## config.mk

```make
export PLATFORM = sky130hd
export DESIGN_NAME = bubbledrive8_pwrmon_flat
export DESIGN_NICKNAME = d
export VERILOG_FILES = /design/src/rtl/bubbledrive8_pwrmon_if.sv /design/src/rtl/bubbledrive8_pwrmon.sv /design/src/flat_wrapper.sv
export SDC_FILE = /design/constraint.sdc
export NUM_CORES = 1
export LEC_CHECK = 0
export CAP_MARGIN = 5
export CORE_UTILIZATION = 63
export DETAILED_ROUTE_END_ITERATION = 6
export PLACE_DENSITY_LB_ADDON = 0.2
export SYNTH_ARGS = -nofsm -noshare
export SYNTH_HDL_FRONTEND = slang
export SYNTH_SLANG_ARGS = --single-unit
```

## constraint.sdc

```tcl
create_clock -name MCLK -period 4.1 [get_ports MCLK]
set_input_delay 0.82 -clock MCLK [delete_from_list [all_inputs] [get_ports MCLK]]
set_output_delay 0.82 -clock MCLK [all_outputs]
set_load 0.02 [all_outputs]
```

## src/rtl/bubbledrive8_pwrmon_if.sv

```systemverilog
// Board power-pin bundle: raw asynchronous pins in, conditioned status out.
// The conditioner takes the slave side; whoever drives the pins takes master.
interface bubbledrive8_pwrmon_if;
    logic       MRST_RAW;
    logic       PWRSTAT_RAW;
    logic       nMPSSEEN_RAW;
    logic       MRST_STB;
    logic       PWRSTAT_STB;
    logic       nMPSSEEN_STB;
    logic [1:0] MODE;
    logic       MODE_VALID;
    logic       MODE_CHG;
    logic [7:0] GLITCH_CNT;

    modport master (
        output MRST_RAW, PWRSTAT_RAW, nMPSSEEN_RAW,
        input  MRST_STB, PWRSTAT_STB, nMPSSEEN_STB, MODE, MODE_VALID, MODE_CHG, GLITCH_CNT
    );

    modport slave (
        input  MRST_RAW, PWRSTAT_RAW, nMPSSEEN_RAW,
        output MRST_STB, PWRSTAT_STB, nMPSSEEN_STB, MODE, MODE_VALID, MODE_CHG, GLITCH_CNT
    );
endinterface

```

## src/rtl/bubbledrive8_pwrmon.sv

```systemverilog
// Synchronises and debounces MRST/PWRSTAT/nMPSSEEN into MCLK and presents MODE.
// Optional glitch counter is compiled in with `define PWRMON_GLITCHCNT_EN.
module bubbledrive8_pwrmon #(
    parameter int DEBOUNCE_CYCLES = 48000,
    parameter int CNT_W           = 16
) (
    input  logic                   MCLK,
    input  logic                   nRST,
    bubbledrive8_pwrmon_if.slave   pm
);
    localparam int                NIN     = 3;
    localparam logic [CNT_W-1:0] CNT_MAX = CNT_W'(DEBOUNCE_CYCLES - 1);

    typedef enum logic {INIT, RUN} state_t;

    // bit 0 = MRST, bit 1 = PWRSTAT, bit 2 = nMPSSEEN
    logic [NIN-1:0] raw;
    assign raw = {pm.nMPSSEEN_RAW, pm.PWRSTAT_RAW, pm.MRST_RAW};

    logic [NIN-1:0]            sync1_q, sync2_q;
    logic [NIN-1:0]            stb_q, stb_d;
    logic [NIN-1:0][CNT_W-1:0] cnt_q, cnt_d;
    logic [CNT_W-1:0]          settle_q, settle_d;
    state_t                    state_q, state_d;
    logic [1:0]                mode_q, mode_d;
    logic                      valid_q, valid_d;
    logic                      chg_q, chg_d;
    logic [NIN-1:0]            glitch_hit;
    logic [NIN-1:0]            diff;

    assign diff = sync2_q ^ stb_q;

    always_comb begin
        stb_d      = stb_q;
        cnt_d      = cnt_q;
        settle_d   = settle_q;
        state_d    = state_q;
        valid_d    = valid_q;
        glitch_hit = '0;
        case (state_q)
            INIT: begin
                // Track the pins directly until they have been quiet long enough.
                stb_d = sync2_q;
                cnt_d = '0;
                if (|diff) begin
                    settle_d = '0;
                end else if (settle_q == CNT_MAX) begin
                    state_d  = RUN;
                    valid_d  = 1'b1;
                    settle_d = '0;
                end else begin
                    settle_d = settle_q + 1'b1;
                end
            end
            RUN: begin
                for (int i = 0; i < NIN; i++) begin
                    if (diff[i]) begin
                        if (cnt_q[i] == CNT_MAX) begin
                            stb_d[i] = sync2_q[i];
                            cnt_d[i] = '0;
                        end else begin
                            cnt_d[i] = cnt_q[i] + 1'b1;
                        end
                    end else begin
                        // Returned to the committed level before the count completed.
                        if (cnt_q[i] != '0) glitch_hit[i] = 1'b1;
                        cnt_d[i] = '0;
                    end
                end
            end
            default: state_d = INIT;
        endcase
        mode_d = {stb_d[1], stb_d[0]};
        chg_d  = (state_q == RUN) && (mode_d != mode_q);
    end

    always_ff @(posedge MCLK) begin
        if (!nRST) begin
            sync1_q  <= '1;
            sync2_q  <= '1;
            stb_q    <= '1;
            cnt_q    <= '0;
            settle_q <= '0;
            state_q  <= INIT;
            mode_q   <= 2'b11;
            valid_q  <= 1'b0;
            chg_q    <= 1'b0;
        end else begin
            sync1_q  <= raw;
            sync2_q  <= sync1_q;
            stb_q    <= stb_d;
            cnt_q    <= cnt_d;
            settle_q <= settle_d;
            state_q  <= state_d;
            mode_q   <= mode_d;
            valid_q  <= valid_d;
            chg_q    <= chg_d;
        end
    end

`ifdef PWRMON_GLITCHCNT_EN
    logic [7:0] glitch_q, glitch_d;
    logic [8:0] glitch_sum;

    always_comb begin
        glitch_sum = 9'(glitch_q) + 9'(glitch_hit[0]) + 9'(glitch_hit[1]) + 9'(glitch_hit[2]);
        glitch_d   = (glitch_sum > 9'd255) ? 8'd255 : glitch_sum[7:0];
    end

    always_ff @(posedge MCLK) begin
        if (!nRST) glitch_q <= 8'd0;
        else       glitch_q <= glitch_d;
    end

    assign pm.GLITCH_CNT = glitch_q;
`else
    logic glitch_unused;
    assign glitch_unused = ^glitch_hit;
    assign pm.GLITCH_CNT = 8'd0;
`endif

    assign pm.MRST_STB     = stb_q[0];
    assign pm.PWRSTAT_STB  = stb_q[1];
    assign pm.nMPSSEEN_STB = stb_q[2];
    assign pm.MODE         = mode_q;
    assign pm.MODE_VALID   = valid_q;
    assign pm.MODE_CHG     = chg_q;
endmodule
```

## src/flat_wrapper.sv

```systemverilog
// flat-port wrapper written by rule: the top's interface ports become plain ports
module bubbledrive8_pwrmon_flat 
#(
    parameter int DEBOUNCE_CYCLES = 48000,
    parameter int CNT_W           = 16
)
  (MCLK, nRST, pm_MRST_RAW, pm_PWRSTAT_RAW, pm_nMPSSEEN_RAW, pm_MRST_STB, pm_PWRSTAT_STB, pm_nMPSSEEN_STB, pm_MODE, pm_MODE_VALID, pm_MODE_CHG, pm_GLITCH_CNT);
  bubbledrive8_pwrmon_if pm_i ();
  input  logic MCLK;
  input  logic nRST;
  input wire logic [$bits(pm_i.MRST_RAW)-1:0] pm_MRST_RAW;
  input wire logic [$bits(pm_i.PWRSTAT_RAW)-1:0] pm_PWRSTAT_RAW;
  input wire logic [$bits(pm_i.nMPSSEEN_RAW)-1:0] pm_nMPSSEEN_RAW;
  output wire logic [$bits(pm_i.MRST_STB)-1:0] pm_MRST_STB;
  output wire logic [$bits(pm_i.PWRSTAT_STB)-1:0] pm_PWRSTAT_STB;
  output wire logic [$bits(pm_i.nMPSSEEN_STB)-1:0] pm_nMPSSEEN_STB;
  output wire logic [$bits(pm_i.MODE)-1:0] pm_MODE;
  output wire logic [$bits(pm_i.MODE_VALID)-1:0] pm_MODE_VALID;
  output wire logic [$bits(pm_i.MODE_CHG)-1:0] pm_MODE_CHG;
  output wire logic [$bits(pm_i.GLITCH_CNT)-1:0] pm_GLITCH_CNT;
  assign pm_i.MRST_RAW = pm_MRST_RAW;
  assign pm_i.PWRSTAT_RAW = pm_PWRSTAT_RAW;
  assign pm_i.nMPSSEEN_RAW = pm_nMPSSEEN_RAW;
  assign pm_MRST_STB = pm_i.MRST_STB;
  assign pm_PWRSTAT_STB = pm_i.PWRSTAT_STB;
  assign pm_nMPSSEEN_STB = pm_i.nMPSSEEN_STB;
  assign pm_MODE = pm_i.MODE;
  assign pm_MODE_VALID = pm_i.MODE_VALID;
  assign pm_MODE_CHG = pm_i.MODE_CHG;
  assign pm_GLITCH_CNT = pm_i.GLITCH_CNT;
  bubbledrive8_pwrmon #(.DEBOUNCE_CYCLES(DEBOUNCE_CYCLES), .CNT_W(CNT_W)) u_core (.MCLK(MCLK), .nRST(nRST), .pm(pm_i));
endmodule
```

-- After elaboration in Yosys (flattened, before gate mapping)
Cells that the tools add are included.
- register bits after elaboration: 76
- bits of input ports: 5
- output and inout bits: 15
- add/sub/neg operators: 4
- eq/ne operators: 7
- muxes and demuxes: 19
- bitwise logic cells: 3
- reduce and logical (&&, ||, !) cells: 4
- operators with widths (operator ; count):
    two-way mux 16 bit ; 8
    case mux 48 bit (2 select lines) ; 1
    adder 16 x 1 -> 16 bit (second input constant) ; 4
    equality test 16 bit (second input constant) ; 4
    two-way mux 1 bit ; 9
    case mux 3 bit (2 select lines) ; 1
    inequality test 2 bit (second input constant) ; 2
    AND reduction 3 bit ; 1
    OR reduction 3 bit ; 1
    bitwise XOR 3 bit ; 1
    inequality test 2 bit ; 1
    inverter 1 bit ; 2
    AND reduction 2 bit ; 1
    logical AND 1 bit ; 1

-- Logic depth before layout (Yosys ltp)
Gate-level depths: netlist (run 1).
- word-level depth: 6
- gate-level depth with buffers: 8
- gate-level depth less buffers: 6

-- Worst setup path after synthesis (run 1)
Ideal clock, no wire load.
- kind: input port to flip-flop
- start point: in nRST
- end point: reg u_core.settle_q[15]
- setup time: 0.062 ns
- arrival time: 1.940 ns
- data required time: 4.038 ns
- slack: 2.098 ns
- cell stages on the path: 6
- buffers on the path: 1
- cell sequence: nor2b_1 nand4bb_1 buf_2 a21o_4 or4_1 nand3_1
- RTL lines (item ; line ; text):
    start, declared ; flat_wrapper.sv:10 ; input logic nRST;
    end signal, assigned ; bubbledrive8_pwrmon.sv:93 ; settle_q <= settle_d;
    end, declared ; bubbledrive8_pwrmon.sv:23 ; logic [CNT_W-1:0] settle_q, settle_d;

==> results by group, run 1 <==
CTS
  • Skew-Pair Late Insertion Delay: 340 ps
  • TritonCTS clock tree: done
  • Root Driver: clkbuf_8
  • Number of buffers created by CTS: 9
  • CTS H-tree depth: 3
  • Longest Clk Path Bufs: 2
  • Post-CTS resize count: 0
  • Hold_buf cts: 0
  • Setup Fix Bufs, Post-CTS: 0
  • Total clock sinks: 76
  • Register clock-pin slew on the reported worst setup and hold paths: 70 ps

Power
  • Internal: between 0.9 and 1 mW
  • Net Sw Frac: between 20% and 30%
  • Sequential Power Share: between 50% and 60%
  • Switching pwr: ~0.29 mW
  • Clock power frac: approximately 39%
  • Max VDD drop: around 0.28 mV
  • Pwr Density: 358 nW/um2
  • Combinational fraction of design power: approximately 3.1%
  • Leak: around 1.2 nW

Detailed routing
  • Vias post-DR: around 2500
  • Via density: between 5 and 6
  • Antenna viol nets, final: 0
  • First-pass DRT Iterations: 4
  • Routed WL: roughly 5500 um
  • Initial DRC count: 100
  • # DRC: 0
  • Per-cell routed wire length: approximately 12 um

Setup path
  • Setup CP Type: input port to flip-flop
  • CP max FO: 14
  • Cell Chain, Critical Path: clkdlybuf4s50_1 -> nor2b_1 -> nand4bb_1 -> a21oi_1 -> a41oi_1 -> a31oi_1
  • Data arrival, critical path: around 3300 ps
  • CP Capture Type: flip-flop
  • CP max stage delay: 800 ps
  • Crit path launch type: input port
  • Crit path required time: around 4400 ps
  • CP max stage cell: a21oi_1

Layout
  • Diodes inserted: 0
  • Share of layout cells above drive strength 1: 5.13%
  • Nets: between 300 and 400
  • Synthesis-to-finish area growth: 8.51%
  • Non-filler cells, final: 460

Timing
  • Clk_skew: just over 9 ps
  • Final Hold Vio Count: 0
  • Fin crit period: roughly 3000 ps
  • Period utilization: 73.7%
  • Slew margin rel.: about 34%
  • RSZ-0062 raised after global routing: false
  • Final setup fails: 0
  • Least-Margin Pin Slew: about 990 ps
  • Setup TNS: 0 ps
  • Final slew viol count: 0
  • F_max: 0.331 GHz

Floorplan
  • Die Span Y: 74.5 um
  • Die area: between 5000 and 6000 um2
  • Boundary Pins: 20
  • Initial core utilization: between 60% and 70%
  • Die width: 74.5 um
  • Core area: approximately 5100 um2
  • Cell Rows: 26

Yosys
  • YS warnings: 0
  • Flops & latches, synth: 76
  • Synth unique cells: 48
  • Cells after Synth: 373
  • Cell Area, Synth: between 3000 and 4000 um2
  • Asr flop ratio synth: 0%
  • Sequential area share after synthesis: a little under half
  • Post-synth top area cell: dfxtp_1
  • Number of flops mapped to enable cells by yosys: 0
  • Primary flip-flop cell chosen by synthesis mapping: dfxtp_1
  • Post-synth top area share: between 40% and 50%
  • Ranking of synthesized cells by area: dfxtp_1 (46%), xor2_1 (6.6%), nor2_1 (6.2%), xnor2_1 (5.3%), nand3_1 (4.2%)
  • Post-Syn Area per Cell: approximately 9 um2

Placed design
  • Placed insts: ~440
  • Port-buffer cells: 11
  • GP Congestion: 0.789
  • DP HPWL: 3880 um

Global routing
  • Number of global-route vias before repair: roughly 2100
  • GRT Overall Usage: a little over a fifth
  • Antenna violations before repair: 0
  • GRT overflow: 0
  • Largest net degree at the start of global routing: 17
  • First-pass GRT wire length: a little over 9000 um

Job
  • Max Cap Viol: 0

Hold path
  • Min-Delay Path Class: flip-flop to flip-flop

Run status
  • Status: completed
[critical path, delay by kind of cell]
family	cells	cell delay [ps]
AO/OA/AOI/OAI	3	1200
AND/OR/NAND/NOR	2	510
buffers and inverters	1	750
[power groups by stage]
stage | registers, mW | clock network (mW) | logic [mW]
3_3_place_gp | 0.764 | 0 | 0.0384
2_1_floorplan | 0.765 | 0 | 0.0353
4_1_cts | 0.747 | 0.509 | 0.0395
5_1_grt | 0.748 | 0.537 | 0.0434
3_5_place_dp | 0.765 | 0 | 0.0396
6_report | 0.747 | 0.498 | 0.0394
[registers in the layout (all words and copies together), names as in the netlist]
name,cells
u_core.cnt_q,48
u_core.settle_q,16
u_core.state_q,1
u_core.sync1_q,3
u_core.pm.MODE_CHG,1
u_core.stb_q,3
u_core.pm.MODE_VALID,1
u_core.sync2_q,3
[synthesized netlist by cell type, types with 2 or more instances]
library cell	count
a21oi_1	6
ha_1	4
buf_2	3
and4_1	3
nand2b_1	8
o21ai_0	17
mux2i_1	2
and4b_1	2
o31ai_1	2
dfxtp_1	76
nand3b_1	2
clkbuf_1	3
nor3_1	8
or4_1	2
buf_4	11
a31oi_1	5
or3_1	3
and3_1	11
xor2_1	25
nand2_1	34
nor2_1	55
xnor2_1	20
nor2b_1	2
inv_1	6
nand4_1	11
nand3_1	28
o211ai_1	3
[through the flow]
step | power (mW) | worst slack (ps) | util, % | cell area (um2) | hold slack, ps
6_report | 1.28 | 1080 | 70.7 | 3590 | 409
2_1_floorplan | 0.800 | 2100 | - | 3330 | 386
3_3_place_gp | 0.803 | 870 | 67.4 | 3420 | 390
3_5_place_dp | 0.804 | 720 | 67.4 | 3420 | 396
4_1_cts | 1.30 | 1080 | 70.7 | 3590 | 412
5_1_grt | 1.33 | 862 | 70.7 | 3590 | 441
[path summary, 6_finish.rpt]
kind                            cells past startpoint  slack, ps                               end                             from
worst min register to register                      1        410      u_core.sync2_q[0]$_SDFF_PN1_     u_core.sync1_q[0]$_SDFF_PN1_
worst max register to register                      6       1840  u_core.settle_q[12]$_SDFFE_PN0N_  u_core.settle_q[0]$_SDFFE_PN0N_
worst max-delay path                                6       1080  u_core.settle_q[12]$_SDFFE_PN0N_                             nRST
worst min-delay path                                1        410      u_core.sync2_q[0]$_SDFF_PN1_     u_core.sync1_q[0]$_SDFF_PN1_
[layer usage]
metal	up-vias	global-route usage (%)	wire length (um)
met5	-	0	0
met1	1147	26.6	2680
met2	34	35.8	2650
li1	1286	-	-
met3	6	7.59	164
met4	0	7.13	44
[cells by family (layout without fill, tap and decap cells)]
logic type / count (synthesis) / in the layout / share of synthesized area [%]
AND/OR/NAND/NOR: 178 / 178 / 26.9
flip-flops: 76 / 76 / 46.0
XOR/XNOR: 46 / 46 / 12.4
AO/OA/AOI/OAI: 42 / 42 / 8.17
buffers and inverters: 24 / 34 / 4.31
adder cells (fa/ha/maj): 4 / 4 / 1.51
multiplexers: 2 / 2 / 0.605
other: 1 / 8 / 0.113
[layout by cell type (no fill, tap or decap), drive strengths merged, types with 4 or more instances in the layout]
cell and n:
nand2 34, and3 12, a21oi 6, conb 8, nand4 11, nand3 28, nor2 55, o21ai 17
dfxtp 76, a31oi 5, ha 4, xnor2 21, clkbuf 12, nand2b 8, nor3 8, xor2 25
inv 6, clkdlybuf4s50 11
[area by class of cell]
| type | count | area, um2 |
|---|---|---|
| repair buffers | 12 | 118 |
| multi-input cells | 280 | 1670 |
| well taps | 70 | 87.6 |
| clock inverters | 4 | 25.0 |
| inverters | 6 | 22.5 |
| flip-flops and latches | 76 | 1520 |
| clock buffers | 12 | 145 |
| fillers | 423 | 1490 |
Note: power is estimated with default switching activity, not from simulation.
==> run 2: changes to the inputs <==
- CORE_UTILIZATION: 63 -> 53
- clock period: 4.1 -> 2.5 ns (I/O delays scaled with it)
==> run 2 against run 1 <==
Register-to-register slack worse by 1300 ps. Hold slack better by 4.4 ps. Highest routed layer unchanged. Power up 82%. Largest cell class unchanged. Flip-flop and latch count unchanged. Count of clock-buffer cells in the layout down 1. Critical path depth unchanged. Via count up 1.6%. Combinational power up 88%.
==> results by group, run 2 (synthesis results as in run 1) <==
Floorplan
  • Die width: ~80 um
  • Die Span Y: around 81 um
  • Cell Rows: 28
  • Initial core utilization: 55.5%
  • Boundary Pins: 20
  • Die area: around 6600 um2
  • Core area: 5960 um2

Power
  • Net Sw Frac: 21.2%
  • Pwr Density: approximately 630 nW/um2
  • Max VDD drop: around 0.35 mV
  • Combinational fraction of design power: 3.2%
  • Sequential Power Share: approximately 52%
  • Switching pwr: 0.497 mW
  • Clock power frac: 44.5%
  • Internal: 1.84 mW
  • Leak: 1.25 nW
  • Final Power: ~2.3 mW

CTS
  • Register clock-pin slew on the reported worst setup and hold paths: about 80 ps
  • CTS H-tree depth: 3
  • Setup Fix Bufs, Post-CTS: 0
  • TritonCTS clock tree: done
  • Hold_buf cts: 0
  • Root Driver: clkbuf_8
  • Number of buffers created by CTS: 9
  • Longest Clk Path Bufs: 2
  • Total clock sinks: between 70 and 80
  • Skew-Pair Late Insertion Delay: 340 ps
  • Post-CTS resize count: 0

Global routing
  • Number of global-route vias before repair: 2314
  • M1 GR Usage: between 20 and 30%
  • First-pass GRT wire length: 10000 um
  • GRT Overall Usage: roughly a fifth
  • Met2 Usage GRT: between 20 and 30%
  • GRT overflow: 0
  • Most Crowded Layer GR: met2
  • Met3 GRT Util: under 10%
  • Antenna violations before repair: 0
  • Largest net degree at the start of global routing: 17

Setup path
  • CP max FO: 8
  • Crit path launch: u_core.settle_q[0]$_SDFFE_PN0N_
  • Crit path required time: roughly 2800 ps
  • Setup CP Type: flip-flop to flip-flop
  • R2r worst-path depth: 6
  • Data arrival, critical path: approximately 2300 ps
  • Reg-to-reg slack, setup: between 500 and 600 ps
  • CP Capture Type: flip-flop
  • Crit path launch type: flip-flop
  • R2r endpoint: u_core.settle_q[15]$_SDFFE_PN0N_
  • Worst r2r src: u_core.settle_q[0]$_SDFFE_PN0N_

Layout
  • Share of layout cells above drive strength 1: under 10%
  • Biggest regs: u_core.cnt_q: 48 flops, u_core.settle_q: 16 flops
  • Synthesis-to-finish area growth: 12.2%
  • Non-filler cells, final: 473
  • Final core utilization: 62.3%
  • Commonest non-fill, non-tap cell in the layout: dfxtp_1
  • Commonest non-fill, non-tap cells in the layout: dfxtp_1 (76), nor2_1 (55), nand2_1 (34), nand3_1 (28), xor2_1 (25)
  • Max FFs per register: between 40 and 50
  • Register area: between 1500 and 2000 um2
  • Largest register by flop count: u_core.cnt_q
  • Multi-input logic area: 1670 um2
  • Nets: between 400 and 500
  • Fillers: 512
  • Diodes inserted: 0

Detailed routing
  • First-pass DRT Iterations: 4
  • Per-cell routed wire length: roughly 12 um
  • # DRC: 0
  • Via density: 5.31
  • Routed WL: 5690 um
  • Initial DRC count: 90
  • Vias post-DR: between 2000 and 3000
  • Antenna viol nets, final: 0

Placed design
  • Placed insts: about 460
  • GP Congestion: about 0.79
  • DP HPWL: between 3000 and 4000 um
  • Port-buffer cells: 11

Timing
  • Setup TNS: 0 ps
  • Clk_skew: 5.99 ps
  • Final Hold Vio Count: 0
  • Fin crit period: just under 2000 ps
  • Final slew viol count: 0
  • RSZ-0062 raised after global routing: false
  • F_max: 0.508 GHz
  • Final setup fails: 0
  • Period utilization: between 70% and 80%

Run status
  • Status: completed

Hold path
  • Min-Delay Path Class: flip-flop to flip-flop
  • Hold_sp: u_core.sync1_q[2]$_SDFF_PN1_
  • Hold depth: 1
  • Hold endpoint: u_core.sync2_q[2]$_SDFF_PN1_

Job
  • Max Cap Viol: 0
[run 2: cell count changes in the layout (fill, tap and decap cells not counted)]
| cell | before | now |
|---|---|---|
| buf_4 | 1 | 9 |
| bufinv_16 | 0 | 2 |
| clkinv_2 | 2 | 0 |
| clkbuf_1 | 2 | 1 |
| inv_6 | 0 | 1 |
[run 2: cell type report]
cell class / count / share of cell area, %
Timing Repair Buffer: 20 / 4.79
Clock buffer: 11 / 3.81
Sequential cell: 76 / 41.0
Multi-Input combinational cell: 280 / 45.0
Tap cell: 75 / 2.53
Clock inverter: 5 / 2.26
Inverter: 6 / 0.607
[run 2: how the worst max path moves through the flow]
stage                                             endpoint  depth (start not counted)
after CTS                 u_core.settle_q[15]$_SDFFE_PN0N_                          6
after floorplan           u_core.settle_q[15]$_SDFFE_PN0N_                          7
after detailed placement  u_core.settle_q[15]$_SDFFE_PN0N_                          6
after global routing      u_core.settle_q[15]$_SDFFE_PN0N_                          6
final                     u_core.settle_q[15]$_SDFFE_PN0N_                          6
after global placement    u_core.settle_q[15]$_SDFFE_PN0N_                          6
[run 2: stage by stage]
step / hold slack, ps / area [um2] / setup slack, ps
after detailed placement: 397 / 3480 / 285
after floorplan: 386 / 3330 / 638
final: 413 / 3710 / 532
after global routing: 430 / 3710 / 455
after CTS: 416 / 3710 / 537
after global placement: 389 / 3480 / 339
[run 2: per-layer routing]
layer	share of wire [%]	wire length, um
met1	50	2860
met2	44	2530
met3	3.8	219
met4	1.6	89
met5	0	0
[run 2: worst max-delay path, cell delays in order (launching register included)]
cell and delay (ps):
dfxtp_1 350, ha_1 240, and3_4 210, and4_1 280, a21o_4 260, or4_1 490
nand3_1 90
[run 2: power by group through the flow]
stage / clock (mW) / sequential (mW) / combinational (mW)
finish: 1.04 / 1.23 / 0.0740
global route: 1.12 / 1.23 / 0.0821
floorplan: 0 / 1.25 / 0.0579
detailed placement: 0 / 1.25 / 0.0731
global placement: 0 / 1.25 / 0.0721
CTS: 1.07 / 1.23 / 0.0739
==> run 3: changes to the inputs <==
- CORE_UTILIZATION: 53 -> 58
- clock period: 2.5 -> 1.85 ns (I/O delays scaled with it)
==> run 3 against run 2 <==
Worst setup slack got worse by 460 ps. Largest power group unchanged. Largest cell class unchanged. Utilization is 7.0 points higher. Sequential power rose by 35%. Power grew 43%. Final cell count up 1.3%. Register-to-register slack worse by 460 ps. Clock skew rose by 7.9 ps. Critical path type is now flip-flop to primary output. Critical endpoint is now pm_PWRSTAT_STB.
==> results by group, run 3 (synthesis results as in run 1) <==
Setup path
  • Setup CP Type: flip-flop to primary output
  • Data arrival, critical path: between 1000 and 1500 ps
  • Cell Chain, Critical Path: clkdlybuf4s50_1
  • CP max stage delay: 640 ps
  • CP bufs+invs: 1
  • Worst r2r src: u_core.settle_q[0]$_SDFFE_PN0N_
  • R2r worst-path depth: 6
  • Reg-to-reg slack, setup: between 70 and 80 ps
  • R2r endpoint: u_core.settle_q[15]$_SDFFE_PN0N_
  • CP Capture Type: primary output
  • Family with the most delay on the worst path: buffers and inverters
  • Crit path required time: between 1000 and 1500 ps
  • CP max stage cell: clkdlybuf4s50_1
  • Crit path launch type: flip-flop
  • CP max FO: 4

Power
  • Clock power frac: 47.4%
  • Switching pwr: 0.685 mW
  • Max VDD drop: ~0.6 mV
  • Internal: approximately 2.7 mW
  • Net Sw Frac: around a fifth
  • Leak: ~1.3 nW
  • Sequential Power Share: between 40% and 50%
  • Combinational fraction of design power: approximately 3.3%
  • Pwr Density: roughly 880 nW/um2
  • Final Power: around 3.4 mW

Layout
  • Fin area: between 3000 and 4000 um2
  • Largest register by flop count: u_core.cnt_q
  • Biggest regs: u_core.cnt_q: 48 flops, u_core.settle_q: 16 flops
  • Nets: slightly above 400
  • Commonest non-fill, non-tap cells in the layout: dfxtp_1 (75), nor2_1 (55), nand2_1 (34), nand3_1 (27), xor2_1 (25)
  • Commonest non-fill, non-tap cell in the layout: dfxtp_1
  • Fillers: approximately 430
  • Synthesis-to-finish area growth: 15.4%
  • Diodes inserted: 0
  • Max FFs per register: 48
  • Share of layout cells above drive strength 1: a little over a tenth

Timing
  • Final setup fails: 0
  • Fin crit period: about 1800 ps
  • Period utilization: 96.0%
  • Final slew viol count: 0
  • F_max: roughly 0.56 GHz
  • Final Hold Vio Count: 0
  • Clk_skew: around 14 ps
  • Fin worst setup slack: ~75 ps
  • RSZ-0062 raised after global routing: false

Floorplan
  • Die area: roughly 6000 um2
  • Die width: 77.5 um
  • Boundary Pins: 20
  • Cell Rows: 27
  • Initial core utilization: approximately three fifths
  • Die Span Y: roughly 78 um
  • Core area: between 5000 and 6000 um2

CTS
  • Longest Clk Path Bufs: 2
  • Setup Fix Bufs, Post-CTS: 0
  • Total clock sinks: 76
  • Register clock-pin slew on the reported worst setup and hold paths: roughly 80 ps
  • TritonCTS clock tree: done
  • Number of buffers created by CTS: 9
  • CTS H-tree depth: 3
  • Skew-Pair Late Insertion Delay: 350 ps
  • Root Driver: clkbuf_8
  • Hold_buf cts: 0

Run status
  • Status: completed

Hold path
  • Hold depth: 1
  • Hold endpoint: u_core.sync2_q[1]$_SDFF_PN1_
  • Hold_sp: u_core.sync1_q[1]$_SDFF_PN1_
  • Min-Delay Path Class: flip-flop to flip-flop

Placed design
  • Instance area at placement: roughly 3600 um2
  • Port-buffer cells: 11
  • GP Congestion: between 0.8 and 0.9
  • DP HPWL: between 4000 and 5000 um
  • DP Worst Slack: -202 ps

Global routing
  • Largest net degree at the start of global routing: 17
  • Number of global-route vias before repair: between 2000 and 2500
  • GRT overflow: 0
  • First-pass GRT wire length: ~10000 um
  • Antenna violations before repair: 0
  • GRT Overall Usage: around 22%

Detailed routing
  • Per-cell routed wire length: about 12 um
  • # DRC: 0
  • Via density: 5.43
  • Initial DRC count: 148
  • Routed WL: 5910 um
  • Vias post-DR: 2600
  • First-pass DRT Iterations: 5
  • Antenna viol nets, final: 0

Job
  • Max Cap Viol: 0
run 3: repair_timing:
| action | in CTS | in global routing |
|---|---|---|
| resized for setup | 0 | 3 |
| setup endpoints to repair | 0 | 4 |
| hold endpoints to repair | 0 | 0 |
run 3: how the worst max path moves through the flow:
stage,from,to,slack (ps),cells past startpoint
2_1_floorplan,u_core.settle_q[0]$_SDFFE_PN0N_,u_core.settle_q[15]$_SDFFE_PN0N_,20,7
3_3_place_gp,nRST,u_core.settle_q[15]$_SDFFE_PN0N_,-140,6
3_5_place_dp,nRST,u_core.settle_q[12]$_SDFFE_PN0N_,-200,8
4_1_cts,u_core.settle_q[0]$_SDFFE_PN0N_,u_core.settle_q[15]$_SDFFE_PN0N_,10,6
5_1_grt,u_core.stb_q[1]$_SDFF_PN1_,pm_PWRSTAT_STB,10,1
6_report,u_core.stb_q[1]$_SDFF_PN1_,pm_PWRSTAT_STB,70,1
run 3: through the flow:
| stage | cells | hold slack [ps] | utilization [%] | TNS, ps |
|---|---|---|---|---|
| floorplan | 380 | 386 | - | 0 |
| detailed placement | 463 | 392 | 64.5 | -1270 |
| CTS | 479 | 418 | 69.2 | 0 |
| finish | 479 | 417 | 69.3 | 0 |
| global route | 479 | 434 | 69.3 | 0 |
| global placement | 463 | 389 | 64.5 | -747 |
run 3: layout make-up:
type / count / area (um2) / share of cell area, %
Multi-Input combinational cell: 280 / 1680 / 44.0
Sequential cell: 76 / 1520 / 39.9
Timing Repair Buffer: 29 / 245 / 6.42
Clock buffer: 11 / 151 / 3.97
Clock inverter: 5 / 106 / 2.79
Tap cell: 72 / 90.1 / 2.36
Inverter: 6 / 22.5 / 0.590
run 3: power by group through the flow:
stage / Sequential, mW / Combinational [mW] / Clock [mW]
after CTS: 1.66 / 0.110 / 1.60
final: 1.66 / 0.110 / 1.59
after global routing: 1.66 / 0.121 / 1.68
after floorplan: 1.69 / 0.0784 / 0
after global placement: 1.69 / 0.107 / 0
after detailed placement: 1.69 / 0.109 / 0
run 3: metal layers:
layer	vias to the layer above	share of wire, %	track usage [%]
met4	0	2.3	11.1
met2	61	45	34.2
met3	17	4.2	4.59
li1	1326	-	-
met1	1196	49	27.5
met5	-	0	0
